==> config.mk <==
export PLATFORM = sky130hd
export DESIGN_NAME = sar_scan_sequencer
export DESIGN_NICKNAME = d
export VERILOG_FILES = /design/src/rtl/sar_scan_sequencer.sv
export SDC_FILE = /design/constraint.sdc
export NUM_CORES = 1
export LEC_CHECK = 0
export BUFFER_PORTS_ARGS = -buffer_cell sky130_fd_sc_hd__buf_2
export CAP_MARGIN = 15
export CORE_AREA = 10 10 64 66
export DETAILED_ROUTE_END_ITERATION = 8
export DIE_AREA = 0 0 74 76
export PLACE_DENSITY_LB_ADDON = 0.05
export RECOVER_POWER = 100
export REMOVE_ABC_BUFFERS = 1
export SLEW_MARGIN = 10
export SYNTH_ARGS = -nofsm -noshare
export SYNTH_HDL_FRONTEND = slang
export SYNTH_SLANG_ARGS = --single-unit
==> constraint.sdc <==
create_clock -name clk -period 3.5 [get_ports clk]
set_clock_uncertainty 0.15 [all_clocks]
set_input_delay 0.35 -clock clk [delete_from_list [all_inputs] [get_ports clk]]
set_output_delay 0.35 -clock clk [all_outputs]
set_load 0.01 [all_outputs]
==> src/rtl/sar_scan_sequencer.sv <==
// Round-robin scan sequencer for a SAR ADC: selects an enabled channel, settles the mux,
// runs one conversion with an eoc-edge handshake and timeout, then reports the result.
module sar_scan_sequencer #(
    parameter int NUM_CH      = 4,
    parameter int SETTLE_CYC  = 4,
    parameter int TIMEOUT_CYC = 32,
    localparam int CW         = (NUM_CH > 1) ? $clog2(NUM_CH) : 1
) (
    input  logic              clk,
    input  logic              rst,
    input  logic              scan_en,
    input  logic [NUM_CH-1:0] ch_mask,
    input  logic [9:0]        sar,
    input  logic              eoc,
    output logic              cnvst,
    output logic [CW-1:0]     ch_sel,
    output logic [9:0]        result_data,
    output logic [CW-1:0]     result_ch,
    output logic              result_valid,
    output logic              timeout_err,
    output logic              busy
);

    typedef enum logic [2:0] {IDLE, SELECT, SETTLE, START, WAIT_EOC, STORE} state_t;

    state_t        state, state_n;
    logic [3:0]    settle_cnt;
    logic [7:0]    tmo_cnt;
    logic [CW-1:0] last_ch;
    logic [CW-1:0] next_ch;
    logic [CW-1:0] idx;
    logic          found;
    logic          eoc_d;
    logic          eoc_edge;
    logic          tmo_hit;

    assign eoc_edge = eoc & ~eoc_d;
    // Counter is cleared in START, so the START cycle itself is the first timeout cycle.
    assign tmo_hit  = (tmo_cnt == 8'(TIMEOUT_CYC - 2));

    // First enabled channel after last_ch; k == NUM_CH lands back on last_ch itself.
    always_comb begin
        next_ch = last_ch;
        found   = 1'b0;
        idx     = '0;
        for (int k = 1; k <= NUM_CH; k++) begin
            idx = CW'((int'(last_ch) + k) % NUM_CH);
            if (!found && ch_mask[idx]) begin
                next_ch = idx;
                found   = 1'b1;
            end
        end
    end

    always_comb begin
        state_n = state;
        case (state)
            IDLE:     if (scan_en && |ch_mask) state_n = SELECT;
            SELECT:   state_n = (|ch_mask) ? SETTLE : IDLE;
            SETTLE:   if (settle_cnt == 4'd0) state_n = START;
            START:    state_n = WAIT_EOC;
            WAIT_EOC: begin
                if (eoc_edge)     state_n = STORE;
                else if (tmo_hit) state_n = scan_en ? SELECT : IDLE;
            end
            STORE:    state_n = scan_en ? SELECT : IDLE;
            default:  state_n = IDLE;
        endcase
    end

    assign cnvst        = (state == START) || (state == WAIT_EOC);
    assign result_valid = (state == STORE);
    assign busy         = (state != IDLE);

    always_ff @(posedge clk) begin
        if (rst) begin
            state       <= IDLE;
            settle_cnt  <= '0;
            tmo_cnt     <= '0;
            ch_sel      <= '0;
            result_data <= '0;
            result_ch   <= '0;
            timeout_err <= 1'b0;
            eoc_d       <= 1'b0;
            last_ch     <= CW'(NUM_CH - 1);
        end else begin
            state       <= state_n;
            eoc_d       <= eoc;
            timeout_err <= 1'b0;
            case (state)
                SELECT: begin
                    if (|ch_mask) ch_sel <= next_ch;
                    settle_cnt <= 4'(SETTLE_CYC - 1);
                end
                SETTLE: if (settle_cnt != 4'd0) settle_cnt <= settle_cnt - 4'd1;
                START:  tmo_cnt <= '0;
                WAIT_EOC: begin
                    if (eoc_edge) begin
                        result_data <= sar;
                        result_ch   <= ch_sel;
                    end else if (tmo_hit) begin
                        timeout_err <= 1'b1;
                        last_ch     <= ch_sel;
                    end else begin
                        tmo_cnt <= tmo_cnt + 8'd1;
                    end
                end
                STORE:  last_ch <= result_ch;
                default: ;
            endcase
        end
    end

endmodule

==> impl_metrics.env <==
export IMPL_cts_setup_buffers=0
export IMPL_total_power_uw=730
export IMPL_cts_tree="yes"
export IMPL_synth_seq_cells=33
export IMPL_p_per_area_nw_per_um2=424
export IMPL_ff2ff_path_depth=5
export IMPL_cts_root_buffer="clkbuf_4"
export IMPL_clk_path_buf_depth=2
export IMPL_postSynthAreaPerCell_um2=8.22
export IMPL_cts_hold_buf=0
export IMPL_fin_crit_sh_pct=64.7
export IMPL_regToRegSetupSlack_ps=1230
export IMPL_drtAntennaViolNets=0
export IMPL_drv_cap=0
export IMPL_timing_hold_ws_ps=78.9
export IMPL_seq_area_frac_synth_pct=43.4
export IMPL_route_detailed_drc=0
export IMPL_postLayoutCellArea_um2=1720
export IMPL_dieArea_um2=5620
export IMPL_routed_via_density=5.52
export IMPL_grt_max_degree=29
export IMPL_insertion_delay_ps=350
export IMPL_worst_ir_drop_vdd_mv=0.331
export IMPL_critPathMaxFanout=16
export IMPL_grt_pass1_wl_mm=5.86
export IMPL_drv_slew=0
export IMPL_htree_levels=2
export IMPL_final_layout_size_suffix_gt1_share_pct=12.3
export IMPL_finalHoldViolCount=0
export IMPL_clk_pin_slew_worst_paths_ps=100
export IMPL_rsz0062_at_grt="false"
export IMPL_antenna_found_initial=0
export IMPL_instances_no_fill=252
export IMPL_first_global_vias=1383
export IMPL_worstSetupStartpointType="flop"
export IMPL_synthCells=185
export IMPL_cp_arrival_ps=2400
export IMPL_r2r_end="tmo_cnt[7]"
export IMPL_overflow=0
export IMPL_place_inst=244
export IMPL_grt_usage_pct=12.7
export IMPL_setup_violations_final=0
export IMPL_cts_sinks=33
export IMPL_start_util_pct=52.0
export IMPL_outcome="complete, no violations"
export IMPL_fmax_ghz=0.441
export IMPL_fin_setup_tns_ps=0
export IMPL_worstSetupEndpointType="flop"
export IMPL_fp_coreArea_um2=2930
export IMPL_fillers=294
export IMPL_first_iter_violations=83
export IMPL_worstSetupStartpoint="state[2]"
export IMPL_antennaDiodeCount=0
export IMPL_die_x_um=74
export IMPL_port_buffers=35
export IMPL_fin_crit_ps=2270
export IMPL_synth_warnings=0
export IMPL_routedWlPerCell_um=13.4
export IMPL_synth_cell_types=35
export IMPL_required_ps=3630
export IMPL_layout_cells_most_common_list="dfxtp_1, nand2_1, a21oi_1, clkbuf_1, buf_2"
export IMPL_rows=20
export IMPL_die_h_um=76
export IMPL_dr_pass1_iters=5
export IMPL_fin_nets=239
export IMPL_final_common_cell="dfxtp_1"
export IMPL_slew_headroom_pct=17.1
export IMPL_tightest_slew_ps=1240
export IMPL_leakagePower_uw=0.000628
export IMPL_numCtsBuffers=5
export IMPL_synth_area_leaders="dfxtp_1, a21oi_1, nand2_1"
export IMPL_dp_hpwl_mm=2.50
export IMPL_place_gp_congestion=0.794
export IMPL_r2r_start="state[2]"
export IMPL_placed_area_um2=1690
export IMPL_post_synth_top_area_fraction_pct=43.4
export IMPL_min_path_type="in -> reg"
export IMPL_area_delta_synth_final_pct=13.2
export IMPL_vias=1392
export IMPL_routed_wl_mm=3.39
export IMPL_synth_area_leader_cell="dfxtp_1"
export IMPL_io_pin_count=36
export IMPL_setup_worst_path_end="tmo_cnt[7]"
export IMPL_netlist_area_um2=1520
export IMPL_criticalPathCategory="reg -> reg"
export IMPL_cts_resized=0
==> where the power goes <==
| part | internal, uW | leakage, uW | switching (uW) |
|---|---|---|---|
| Sequential | 387 | 0.000267 | 14.9 |
| Combinational | 36.2 | 0.000320 | 44.6 |
| Clock | 116 | 0.0000413 | 130 |
==> state kept, by name, indices dropped and copies added, names as in the netlist <==
register and cells:
result_data 10, tmo_cnt 8, settle_cnt 4, state 3
ch_sel 2, last_ch 2, result_ch 2, eoc_d 1
timeout_err 1
==> synth_stat cells <==
library cell / number
dfxtp_1: 33
nand2_1: 29
a21oi_1: 25
nor3_1: 9
o21ai_0: 9
nor2_1: 8
inv_1: 6
nand2b_1: 6
nor2b_1: 6
or3_1: 6
nand3_1: 5
a211oi_1: 4
clkbuf_1: 4
a211o_1: 3
ha_1: 3
nand3b_1: 3
or4_1: 3
and2_1: 2
buf_4: 2
mux2_2: 2
o31ai_1: 2
xor2_1: 2
a311oi_1: 1
and3_1: 1
buf_1: 1
buf_2: 1
buf_6: 1
mux2i_1: 1
nand2_2: 1
nand4_1: 1
nor3b_1: 1
nor3b_4: 1
nor4b_1: 1
o211a_1: 1
o21a_1: 1
==> how the worst min path moves through the flow <==
stage | end | cells after the start | start
after CTS | result_data[5] | 3 | sar[5]
after floorplan | result_ch[0] | 1 | rst
after global routing | result_data[9] | 3 | sar[9]
after detailed placement | result_data[5] | 2 | result_data[5]
final | result_data[4] | 3 | sar[4]
after global placement | result_data[5] | 2 | result_data[5]
==> critical path, stage by stage, from the launching register on <==
cell and delay (ps):
dfxtp_1 490, nor3b_1 390, nand2_2 130, o21a_1 350, or4_1 550, a21oi_1 140
==> stage by stage <==
| step | util, % | setup slack (ps) |
|---|---|---|
| floorplan | - | 1570 |
| global placement | 57.6 | 1480 |
| detailed placement | 57.6 | 1410 |
| CTS | 60.0 | 1370 |
| global route | 58.8 | 1060 |
| finish | 58.8 | 1230 |
==> metal layers <==
metal / track usage [%] / wire (um) / up-vias / part of all wire (%)
met5: 0 / 0 / - / 0
met1: 15.0 / 1440 / 633 / 42
met2: 18.9 / 1660 / 35 / 49
met3: 5.21 / 209 / 8 / 6.2
li1: - / - / 716 / -
met4: 6.72 / 80 / 0 / 2.4
==> kinds of logic (layout without fill, tap and decap cells) <==
| group | after synthesis | after routing | synth area share, % |
|---|---|---|---|
| DFF | 33 | 33 | 43.4 |
| muxes | 3 | 3 | 2.14 |
| adders and majority gates | 3 | 3 | 2.47 |
| and+or+nand+nor | 83 | 83 | 28.5 |
| buffers and inverters | 15 | 49 | 4.77 |
| AOI/OAI and AO/OA | 46 | 46 | 17.6 |
| xor gates and xnor gates | 2 | 2 | 1.15 |
==> final cells by class <==
cell class,count,area [um^2],share of cell area [%]
multi-input combinational,137,777,45.1
clock buffer,7,65.1,3.78
inverter,6,22.5,1.31
tap,33,41.3,2.40
timing repair buffer,35,151,8.79
sequential,33,661,38.3
clock inverter,1,5.00,0.290
No activity file was read; power rests on OpenSTA's default activity.
